**src/rtl/router_pkg.sv**
```systemverilog
// Shared types and constants for the router output-port reader.
package router_pkg;

  localparam int DATA_W   = 8;
  localparam int LEN_MSB  = 7;
  localparam int LEN_LSB  = 2;
  localparam int ADDR_MSB = 1;
  localparam int ADDR_LSB = 0;
  localparam int LEN_W    = LEN_MSB - LEN_LSB + 1;
  localparam int TIMEOUT  = 30;

  typedef enum logic [2:0] {
    IDLE,
    DELAY,
    RD_HDR,
    LATCH,
    RD_PLD,
    RD_PAR,
    CHECK
  } state_t;

endpackage

```
**src/rtl/router_parity_acc.sv**
```systemverilog
// Running XOR over header and payload bytes, compared against the received parity byte.
module router_parity_acc #(
  parameter int DW = 8
) (
  input  logic          clock,
  input  logic          resetn,
  input  logic          clr,
  input  logic          acc_en,
  input  logic [DW-1:0] din,
  input  logic [DW-1:0] cmp_byte,
  output logic          mismatch
);

  logic [DW-1:0] acc_q;
  logic [DW-1:0] acc_d;

  always_comb begin
    acc_d = acc_q;
    if (clr) begin
      acc_d = '0;
    end else if (acc_en) begin
      acc_d = acc_q ^ din;
    end
  end

  always_ff @(posedge clock) begin
    if (!resetn) begin
      acc_q <= '0;
    end else begin
      acc_q <= acc_d;
    end
  end

  assign mismatch = (cmp_byte != acc_q);

endmodule

```
**src/rtl/router_out_reader.sv**
```systemverilog
// Drains one router output FIFO a packet at a time and forwards it as a framed byte stream.
// Optional header address check enabled by defining READER_ADDR_CHECK_EN.
module router_out_reader
  import router_pkg::*;
#(
  parameter int DATA_W      = router_pkg::DATA_W,
  parameter int START_DELAY = 2,
  parameter int PORT_ID     = 0
) (
  input  logic              clock,
  input  logic              resetn,
  input  logic              vld_out,
  input  logic              soft_reset,
  input  logic [DATA_W-1:0] data_out,
  input  logic              pkt_ready,
  output logic              read_enb,
  output logic [DATA_W-1:0] pkt_data,
  output logic              pkt_valid,
  output logic              pkt_sop,
  output logic              pkt_eop,
  output logic              pkt_done,
  output logic              parity_err,
  output logic              abort,
  output logic              busy,
  output logic [7:0]        pkt_count
`ifdef READER_ADDR_CHECK_EN
  ,
  output logic              addr_err
`endif
);

  localparam logic [4:0] DLY_LAST = 5'(START_DELAY - 1);

  state_t           state_q, state_d;
  logic [4:0]       dly_q, dly_d;
  logic [LEN_W-1:0] rem_q, rem_d;
  logic             valid_q, valid_d;
  logic             sop_q, sop_d;
  logic             eop_q, eop_d;
  logic             done_q, done_d;
  logic             perr_q, perr_d;
  logic             abort_q, abort_d;
  logic [7:0]       count_q, count_d;
  logic             fire;
  logic             mismatch;
  logic             addr_ok;
  logic [LEN_W-1:0] hdr_len;

  assign hdr_len = data_out[LEN_MSB:LEN_LSB];
  assign fire = ((state_q == RD_HDR) || (state_q == RD_PLD) || (state_q == RD_PAR))
                && vld_out && pkt_ready && !soft_reset;

`ifdef READER_ADDR_CHECK_EN
  logic addr_bad_q, addr_bad_d;
  logic aerr_q, aerr_d;
  assign addr_ok = !addr_bad_q;
`else
  logic unused_port_id;
  assign unused_port_id = ^PORT_ID;
  assign addr_ok = 1'b1;
`endif

  always_comb begin
    state_d = state_q;
    dly_d   = dly_q;
    rem_d   = rem_q;
    valid_d = fire;
    sop_d   = fire && (state_q == RD_HDR);
    eop_d   = fire && (state_q == RD_PAR);
    done_d  = 1'b0;
    perr_d  = 1'b0;
    abort_d = 1'b0;
    count_d = count_q;
`ifdef READER_ADDR_CHECK_EN
    addr_bad_d = addr_bad_q;
    aerr_d     = 1'b0;
`endif
    // A flush wins over everything, including a packet finishing in CHECK.
    if (soft_reset && (state_q != IDLE)) begin
      state_d = IDLE;
      abort_d = 1'b1;
    end else begin
      unique case (state_q)
        IDLE: begin
`ifdef READER_ADDR_CHECK_EN
          addr_bad_d = 1'b0;
`endif
          if (vld_out) begin
            if (START_DELAY == 0) begin
              state_d = RD_HDR;
            end else begin
              state_d = DELAY;
              dly_d   = '0;
            end
          end
        end
        DELAY: begin
          if (dly_q == DLY_LAST) begin
            state_d = RD_HDR;
          end else begin
            dly_d = dly_q + 5'd1;
          end
        end
        RD_HDR: begin
          if (fire) state_d = LATCH;
        end
        LATCH: begin
          rem_d   = hdr_len;
          state_d = (hdr_len == '0) ? RD_PAR : RD_PLD;
`ifdef READER_ADDR_CHECK_EN
          if (data_out[ADDR_MSB:ADDR_LSB] != 2'(PORT_ID)) addr_bad_d = 1'b1;
`endif
        end
        RD_PLD: begin
          if (fire) begin
            rem_d = rem_q - LEN_W'(1);
            if (rem_q == LEN_W'(1)) state_d = RD_PAR;
          end
        end
        RD_PAR: begin
          if (fire) state_d = CHECK;
        end
        CHECK: begin
          state_d = IDLE;
          done_d  = 1'b1;
          perr_d  = mismatch;
`ifdef READER_ADDR_CHECK_EN
          aerr_d  = addr_bad_q;
`endif
          if (!mismatch && addr_ok) count_d = count_q + 8'd1;
        end
        default: state_d = IDLE;
      endcase
    end
  end

  always_ff @(posedge clock) begin
    if (!resetn) begin
      state_q <= IDLE;
      dly_q   <= '0;
      rem_q   <= '0;
      valid_q <= 1'b0;
      sop_q   <= 1'b0;
      eop_q   <= 1'b0;
      done_q  <= 1'b0;
      perr_q  <= 1'b0;
      abort_q <= 1'b0;
      count_q <= '0;
`ifdef READER_ADDR_CHECK_EN
      addr_bad_q <= 1'b0;
      aerr_q     <= 1'b0;
`endif
    end else begin
      state_q <= state_d;
      dly_q   <= dly_d;
      rem_q   <= rem_d;
      valid_q <= valid_d;
      sop_q   <= sop_d;
      eop_q   <= eop_d;
      done_q  <= done_d;
      perr_q  <= perr_d;
      abort_q <= abort_d;
      count_q <= count_d;
`ifdef READER_ADDR_CHECK_EN
      addr_bad_q <= addr_bad_d;
      aerr_q     <= aerr_d;
`endif
    end
  end

  // The FIFO presents read data one cycle after the strobe, so the beat is data_out itself.
  router_parity_acc #(.DW(DATA_W)) u_parity (
    .clock    (clock),
    .resetn   (resetn),
    .clr      (state_q == IDLE),
    .acc_en   (valid_q && !eop_q),
    .din      (data_out),
    .cmp_byte (data_out),
    .mismatch (mismatch)
  );

  assign read_enb   = fire;
  assign pkt_valid  = valid_q;
  assign pkt_data   = valid_q ? data_out : '0;
  assign pkt_sop    = sop_q;
  assign pkt_eop    = eop_q;
  assign pkt_done   = done_q;
  assign parity_err = perr_q;
  assign abort      = abort_q;
  assign busy       = (state_q != IDLE);
  assign pkt_count  = count_q;
`ifdef READER_ADDR_CHECK_EN
  assign addr_err   = aerr_q;
`endif

endmodule
```
**config.mk**
```make
export PLATFORM = sky130hd
export DESIGN_NAME = router_out_reader
export DESIGN_NICKNAME = d
export VERILOG_FILES = /design/src/rtl/router_pkg.sv /design/src/rtl/router_parity_acc.sv /design/src/rtl/router_out_reader.sv
export SDC_FILE = /design/constraint.sdc
export NUM_CORES = 1
export LEC_CHECK = 0
export BUFFER_PORTS_ARGS = -buffer_cell sky130_fd_sc_hd__buf_2
export CAP_MARGIN = 20
export CORE_MARGIN = 2
export CORE_UTILIZATION = 40
export CTS_CLUSTER_DIAMETER = 60
export DETAILED_ROUTE_END_ITERATION = 8
export MAX_ROUTING_LAYER = met4
export PLACE_DENSITY = 0.58
export SLEW_MARGIN = 10
export SYNTH_ARGS = -nofsm -noshare
export SYNTH_HDL_FRONTEND = slang
export SYNTH_SLANG_ARGS = --single-unit
```
**constraint.sdc**
```tcl
create_clock -name clock -period 2.34 [get_ports clock]
set_clock_uncertainty 0.15 [all_clocks]
set_input_delay 0.585 -clock clock [delete_from_list [all_inputs] [get_ports clock]]
set_output_delay 0.585 -clock clock [all_outputs]
set_load 0.03 [all_outputs]
```
==> metrics.cfg <==
[pwr]
power_density_nw_per_um2 = 508
finalPower_uw = 1200
p_leak_uw = 0.000908
peakVddDrop_mv = 0.374

[synth]
synthCells = 239
async_reset_ff_frac = 0
synth_nets = 257
ys_types = 47
yosysTopAreaCellShare = 0.362
netlist_area_um2 = 1990
synth-edff-count = 0
synth_top_cell_by_area = dfxtp_1
synthTopCellsByCount = 36 x dfxtp_1, 29 x nand2_1, 22 x nor2_1
synthTopCellsByArea = dfxtp_1 36%, nand2_1 5.5%, mux2i_1 4.5%
avgSynthCellArea_um2 = 8.32
yosysMostFrequentCell = dfxtp_1
ys_seq_area_frac = 0.362
synth_warnings = 0
synth_seq_cells = 36
synthFlopType = dfxtp_1

[worst_setup_path]
critPathLaunchType = flop
criticalPathCategory = reg2out
cp_data_arrival_time_ns = 1.51
cp_top_family = flip-flops
cpPeakStageDelay_ns = 0.38
path_cells = inv_1 -> or3_1 -> a21oi_1 -> buf_4
end_kind = output pin
crit_required_ns = 1.60
slowest_stage = dfxtp_2
crit_fanout = 7
cp_num_buf_inv = 2

[die]
die_w_um = 74.5
die_h_um = 74.5
rows = 25
core_um2 = 4750
die_area_um2 = 5550
io_pins = 37
initial_utilization = 0.418

[clocking]
cts_max_level = 2
cts_buffers = 5
post-cts-setup-buffers = 0
hold_buffers = 0
clock_tree.buffer_depth = 2
clk-insertion-delay-late_ns = 0.28
cts_num_sinks = 36
cts_tree = yes
clk_pin_slew_ns = 0.07
root_buffer = clkbuf_8

[detailed_routing]
wl_mm = 4.60
ant_nets = 0
wire_per_inst_um = 13.1
firstDrtPassIters = 4
dr_total_vias = 1789
drt_iter0_drc = 66
drc = 0
routed_via_density = 5.11

[placement]
place_area_um2 = 2270
gp_congestion = 0.818
dpl.hpwl_mm = 3.36
numPortBuffers = 36

[timing]
finalSetupViolations = 0
period_share = 0.958
rsz0062_at_grt = false
finalMaxSlewViolations = 0
fmax_mhz = 446
setup_tns_ns = 0
hold_viol = 0
fin_crit_ns = 2.24
slew_headroom = 0.602
worst_slew_pin_slew_ns = 0.596

[global_route]
grt_pass1_wl_mm = 7.49
grtUsageTotal = 0.182
grt_pass1_vias = 1612
grt_max_degree = 20
grt_remaining_overflow = 0
antenna_found_initial = 0

[finish]
syn_to_final_growth_pct = 19.2
drive_gt1_frac = 0.208
diodes = 0
nets = 300
design_area_um2 = 2370
final_core_util = 0.498

[min_path]
hp-class = reg2reg

[run]
maxCapViolations = 0

[outcome]
outcome = finished clean

## stage by stage
stage / worst slack [ns] / hold WS [ns] / std cells
final: 0.0991 / 0.323 / 350
after global routing: 0.0159 / 0.342 / 350
after CTS: 0.0143 / 0.324 / 350
after detailed placement: 0.236 / 0.306 / 342
after global placement: 0.258 / 0.317 / 342
after floorplan: 0.190 / 0.302 / 239
## power by group
group | switching [uW] | internal [uW]
combinational | 72.1 | 46.6
clock | 215 | 240
sequential | 10.9 | 618
## cells in the final DEF, fill, tap and decap left out, types with 2 or more instances in the layout
cell,synthesis,final
nor2b_1,3,3
buf_4,1,10
buf_2,0,35
clkbuf_8,0,6
nor3_1,5,5
mux2i_1,9,9
o21ai_0,6,6
clkbuf_1,7,2
o22a_1,3,3
nand2b_1,9,9
ha_1,5,5
and2_1,9,9
nor2_1,22,22
o311ai_0,2,2
xnor2_1,8,8
a21oi_1,11,11
nand2_1,29,29
xor2_1,8,8
dfxtp_2,0,2
nor4_1,6,6
inv_1,9,9
or3_1,5,5
dfxtp_1,36,34
o221a_2,3,3
a31oi_1,2,2
nand3_1,9,9
nand4_1,2,2
o31ai_1,5,5
or4_1,4,4
## kinds of logic (layout without fill, tap and decap cells)
logic type                 Yosys count  count (layout)  synth area share
adders and majority gates            5               5            0.0315
and+or+nand+nor                    113             113             0.298
AOI/OAI and AO/OA                   41              41             0.150
buffers and inverters               19              63            0.0415
xor gates and xnor gates            16              16            0.0705
DFF                                 36              36             0.362
muxes                                9               9            0.0453
## cell type report
| cell class | instances | area (um^2) |
|---|---|---|
| Fill cell | 503 | 2380 |
| Multi-Input combinational cell | 184 | 1180 |
| Sequential cell | 36 | 723 |
| Timing Repair Buffer | 45 | 250 |
| Clock buffer | 8 | 90.1 |
| Tap cell | 67 | 83.8 |
| Inverter | 10 | 37.5 |
## worst paths after layout
| path | from | endpoint | slack [ns] | cells after the start |
|---|---|---|---|---|
| worst min register to register | pkt_count[7] | pkt_count[7] | 0.32 | 2 |
| worst max-delay path | state_q[1] | read_enb | 0.1 | 4 |
| worst max register to register | dly_q[0] | state_q[0] | 0.39 | 5 |
| worst min-delay path | pkt_count[7] | pkt_count[7] | 0.32 | 2 |
## tightest hold or removal path, cell delays in order (launching register included)
cell	delay [ns]
dfxtp_1	0.32
nand2_1	0.05
mux2i_1	0.06
## sequential cells by signal (all words and copies together) (netlist names)
| signal | flops |
|---|---|
| u_parity.acc_q | 8 |
| pkt_count | 8 |
| pkt_done | 1 |
| pkt_valid | 1 |
| rem_q | 6 |
| state_q | 3 |
| abort | 1 |
| pkt_sop | 1 |
| dly_q | 5 |
| parity_err | 1 |
| pkt_eop | 1 |
## layer usage
layer / wire, um / vias to the layer above / global-route usage
met3: 195 / 4 / 0.0407
met4: 46 / 0 / 0.0496
met2: 2110 / 36 / 0.298
li1: - / 928 / -
met1: 2250 / 821 / 0.225
met5: 0 / - / -
## what timing repair did
action / in CTS / in global routing
hold endpoints to repair: 0 / 0
gates resized for setup: 1 / 2
setup endpoints to repair: 1 / 1
Power figures use the tool's default switching activity.
